$ cat config.mk
export PLATFORM = sky130hd
export DESIGN_NAME = cpu_program_loader
export DESIGN_NICKNAME = d
export VERILOG_FILES = /design/src/rtl/cpu_program_loader.sv
export SDC_FILE = /design/constraint.sdc
export NUM_CORES = 1
export LEC_CHECK = 0
export BUFFER_PORTS_ARGS = -buffer_cell sky130_fd_sc_hd__buf_2
export CORE_MARGIN = 8
export CORE_UTILIZATION = 49
export DETAILED_ROUTE_END_ITERATION = 12
export GPL_TIMING_DRIVEN = 0
export PLACE_DENSITY = 0.84
export SYNTH_ARGS = -nofsm -noshare
export SYNTH_HDL_FRONTEND = slang
export SYNTH_SLANG_ARGS = --single-unit
$ cat constraint.sdc
create_clock -name clock -period 2.1 [get_ports clock]
set_input_delay 0.315 -clock clock [delete_from_list [all_inputs] [get_ports clock]]
set_output_delay 0.315 -clock clock [all_outputs]
set_load 0.1 [all_outputs]
$ cat src/rtl/cpu_program_loader.sv
// rtl/cpu_program_loader.sv - boot sequencer: packs a byte stream into imem words, then runs the CPU for a fixed cycle budget
module cpu_program_loader #(
  parameter int ADDR_WIDTH = 10,
  parameter int CYC_WIDTH  = 16
) (
  input  logic                  clock,
  input  logic                  reset,
  input  logic                  start,
  input  logic [CYC_WIDTH-1:0]  run_cycles,
  input  logic                  byte_valid,
  input  logic [7:0]            byte_data,
  input  logic                  byte_last,
  output logic                  byte_ready,
  output logic                  imem_we,
  output logic [ADDR_WIDTH-1:0] imem_addr,
  output logic [31:0]           imem_wdata,
  output logic                  cpu_reset,
  output logic                  cpu_clk_en,
  output logic                  busy,
  output logic                  done,
  output logic                  error,
  output logic [ADDR_WIDTH-2:0] words_loaded
);

  typedef enum logic [2:0] {
    S_IDLE, S_LOAD, S_WRITE, S_RELEASE, S_RUN, S_DONE, S_ERROR
  } state_t;

  localparam logic [ADDR_WIDTH-1:0] TOP_ADDR = {{(ADDR_WIDTH-2){1'b1}}, 2'b00};

  state_t                state_q, state_d;
  logic [1:0]            idx_q, idx_d;
  logic [31:0]           buf_q, buf_d;
  logic                  last_q, last_d;
  logic [ADDR_WIDTH-1:0] addr_q, addr_d;
  logic [ADDR_WIDTH-2:0] words_q, words_d;
  logic [CYC_WIDTH-1:0]  cnt_q, cnt_d;

  always_ff @(posedge clock or negedge reset) begin
    if (!reset) begin
      state_q <= S_IDLE;
      idx_q   <= '0;
      buf_q   <= '0;
      last_q  <= 1'b0;
      addr_q  <= '0;
      words_q <= '0;
      cnt_q   <= '0;
    end else begin
      state_q <= state_d;
      idx_q   <= idx_d;
      buf_q   <= buf_d;
      last_q  <= last_d;
      addr_q  <= addr_d;
      words_q <= words_d;
      cnt_q   <= cnt_d;
    end
  end

  always_comb begin
    state_d = state_q;
    idx_d   = idx_q;
    buf_d   = buf_q;
    last_d  = last_q;
    addr_d  = addr_q;
    words_d = words_q;
    cnt_d   = cnt_q;
    case (state_q)
      S_IDLE, S_DONE, S_ERROR: begin
        if (start) begin
          state_d = S_LOAD;
          idx_d   = '0;
          buf_d   = '0;
          last_d  = 1'b0;
          addr_d  = '0;
          words_d = '0;
        end
      end
      S_LOAD: begin
        // Upper lanes are already zero because the buffer is cleared after every write.
        if (byte_valid) begin
          buf_d[{idx_q, 3'b000} +: 8] = byte_data;
          idx_d = idx_q + 2'd1;
          if (idx_q == 2'd3 || byte_last) begin
            state_d = S_WRITE;
            last_d  = byte_last;
          end
        end
      end
      S_WRITE: begin
        addr_d  = addr_q + ADDR_WIDTH'(4);
        words_d = words_q + (ADDR_WIDTH-1)'(1);
        buf_d   = '0;
        idx_d   = '0;
        if (last_q)                 state_d = S_RELEASE;
        else if (addr_q == TOP_ADDR) state_d = S_ERROR;
        else                        state_d = S_LOAD;
      end
      S_RELEASE: begin
        cnt_d   = run_cycles;
        state_d = (run_cycles == '0) ? S_DONE : S_RUN;
      end
      S_RUN: begin
        cnt_d = cnt_q - CYC_WIDTH'(1);
        if (cnt_q == CYC_WIDTH'(1)) state_d = S_DONE;
      end
      default: state_d = S_IDLE;
    endcase
  end

  // Every output decodes from registered state so no input reaches an output combinationally.
  assign byte_ready   = (state_q == S_LOAD);
  assign imem_we      = (state_q == S_WRITE);
  assign imem_addr    = addr_q;
  assign imem_wdata   = buf_q;
  assign cpu_reset    = (state_q == S_IDLE) || (state_q == S_LOAD) ||
                        (state_q == S_WRITE) || (state_q == S_ERROR);
  assign cpu_clk_en   = (state_q == S_RUN);
  assign busy         = (state_q == S_LOAD) || (state_q == S_WRITE) ||
                        (state_q == S_RELEASE) || (state_q == S_RUN);
  assign done         = (state_q == S_DONE);
  assign error        = (state_q == S_ERROR);
  assign words_loaded = words_q;

endmodule

==> flow_metrics.tcl <==
set metrics [dict create \
    rsz0062_at_grt "true" \
    syn_inst 423 \
    status "complete, no violations" \
    critical_path_arrival_ns 2.32 \
    worstPathMaxFanout 2 \
    fin_worst_skew_ns 0.0126 \
    grt.met2_usage 0.310 \
    gr-usage-met1 0.210 \
    netSwitchingPower_mw 3.71 \
    routed_wirelength_um 9800 \
    coreArea_sq_um 7610 \
    dpl.hpwl_um 7230 \
    ios 87 \
    p_per_area_nw_per_um2 1530 \
    max_stage_delay_ns 0.52 \
    fp.dieH_um 104 \
    drive_gt1_frac 0.268 \
    fp-row-count 32 \
    synth_cell_types 48 \
    worstSetupStartpointType "flip-flop" \
    antenna_cells 0 \
    min_period_ns 2.08 \
    synth_top_area_share 0.470 \
    fin_util 0.618 \
    clk_latency_ns 0.35 \
    synth_seq_cells 71 \
    num-nets-final 558 \
    wl_per_cell_um 15.6 \
    tritoncts "done" \
    vias 3532 \
    slew_violations 0 \
    power.internal_mw 3.47 \
    die_width_um 104 \
    netlist_area_sq_um 3780 \
    syn_area_per_cell_sq_um 8.94 \
    grt_first_pass_wirelength_um 16400 \
    dieArea_sq_um 10800 \
    nFillCells 674 \
    final_cell_mix "buf_2 (78), nand2_1 (68), dfrtp_1 (67)" \
    cts_htree_levels 3 \
    hold_buffers 0 \
    initial_core_util 0.497 \
    finalSetupViolCount 0 \
    ys.flop_type "dfrtp_1" \
    grt.total_usage 0.180 \
    switching_share 0.517 \
    cts_buffers 9 \
    vdd_drop_max_mv 0.782 \
    slew_headroom 0.405 \
    gr-max-usage-layer "met2" \
    use_met3 0.0471 \
    yosys_warnings 0 \
    required_ns 2.34 \
    cpMostUsedCell "or4_4" \
    area_growth_pct 24.4 \
    critical_path_class "reg -> reg" \
    synthArstFlopShare 1.00 \
    synth_top_cells_by_area "dfrtp_1 (47%), nand2_1 (6.7%), mux2i_1 (6.4%)" \
    crit_chain "or4_4 > or4_4 > nor4b_4 > a21oi_2 > o41ai_2" \
    path_clk_slew_ns 0.08 \
    tightestPinTransition_ns 0.893 \
    cp-end-kind "flip-flop" \
    p_leak_nw 2.24 \
    hold_path_class "in -> async" \
    min_period_over_period 0.990 \
    timing.hold.ws_ns 0.0705 \
    maxCapViolCount 0 \
    drcViolationCount 0 \
    fmax_ghz 0.481 \
    drtPass1Iterations 4 \
    p_seq_frac 0.282 \
    ys_seq_area_frac 0.470 \
    numClockSinks 71 \
    comb_power_share 0.544 \
    seqCellArea_sq_um 1780 \
    cts_root_buffer "clkbuf_8" \
    ant_nets 0 \
    clk_path_buf_depth 2 \
    crit_path_top_delay_cell "or4_4" \
    clkPwrFrac 0.174 \
    timing.final.hold_violations 0 \
    routed_via_density 5.62 \
    final_common_cell "buf_2" \
    port_buffers 84 \
    grt_max_degree 72 \
    synth_edf_count 0 \
    yosys.area.top_type "dfrtp_1" \
    globalplace.congestion 0.898 \
    antenna_found_initial 0 \
    drt_iter0_drc 186 \
    ff2ff_path_depth 5 \
    gr-total-overflow 0 \
    multi_input_area_sq_um 1840 \
    grt_pass1_vias 3544 \
]
path summary, 6_finish.rpt:
check,startpoint,endpoint,slack [ns]
min reg2reg,words_loaded[8],words_loaded[8],0.48
min in group clock,run_cycles[3],cnt_q[3],0.22
min,reset,cnt_q[9],0.07
max reg2reg,cnt_q[10],state_q[0],0.02
max in group asynchronous,reset,state_q[2],1.37
max,cnt_q[10],state_q[0],0.02
power groups by stage:
stage / logic [mW] / clock network [mW] / registers [mW]
after floorplan: 2.12 / 0 / 2.90
after global placement: 3.61 / 0 / 2.02
after detailed placement: 3.70 / 0 / 2.04
after CTS: 3.85 / 1.27 / 2.01
after global routing: 4.18 / 1.35 / 2.07
final: 3.91 / 1.25 / 2.02
timing repair:
action                     4_1_cts  5_1_grt
gates resized for setup         21       11
pin swaps                        3        0
setup buffers                    4        2
setup endpoints to repair       21       32
metrics by stage:
stage	instances	instance area [sq um]	power, mW	TNS, ns	setup slack (ns)
detailed placement	610	4350	5.75	-1.08	-0.126
CTS	627	4660	7.13	0	0.00185
global route	628	4700	7.59	-0.166	-0.0544
finish	628	4700	7.19	0	0.0208
global placement	610	4350	5.64	-0.804	-0.0917
floorplan	424	3800	5.02	-0.395	-0.395
kinds of logic after synthesis:
kind of cell / share of synthesized area
flops: 0.470
compound gates: 0.154
simple gates: 0.218
other cells: 0.000991
xor+xnor: 0.00926
fa+ha+maj: 0.0265
mux: 0.0635
buf+inv: 0.0576
registers in the layout, indices dropped and copies added (netlist names):
register and cells:
words_loaded 9, imem_wdata 32, state_q 3, cnt_q 16, idx_q 2, last_q 1
imem_addr 8
cells in the mapped netlist, drive strengths merged (3+ instances only):
cell,n
o211ai,3
nor2,31
a221o,3
inv,36
or4,3
nor2b,4
nand4,5
nand3,21
and4,4
clkbuf,17
or3b,4
buf,3
o32ai,5
mux2i,24
nor3,7
nor4,8
o21ai,47
dfrtp,71
o221a,3
a21oi,19
and3,3
ha,8
nand2,68
critical path: cells and delay by family (launching register included):
| family | cells | cell delay (ns) |
|---|---|---|
| simple gates | 3 | 1.27 |
| flops | 1 | 0.40 |
| compound gates | 2 | 0.29 |
layout make-up:
class | count | area share
Tap cell | 102 | 0.0271
Multi-Input combinational cell | 297 | 0.392
Timing Repair Buffer | 90 | 0.109
Inverter | 36 | 0.0298
Clock inverter | 6 | 0.0191
Buffer | 16 | 0.0154
Sequential cell | 71 | 0.379
Clock buffer | 10 | 0.0293
routing by layer:
layer	share of wire	up-vias	wire length, um
met5	0	-	0
met4	0.014	0	140
met3	0.061	17	601
met2	0.50	128	4950
met1	0.42	1711	4110
li1	-	1676	-
(Power assumes the default switching activity.)
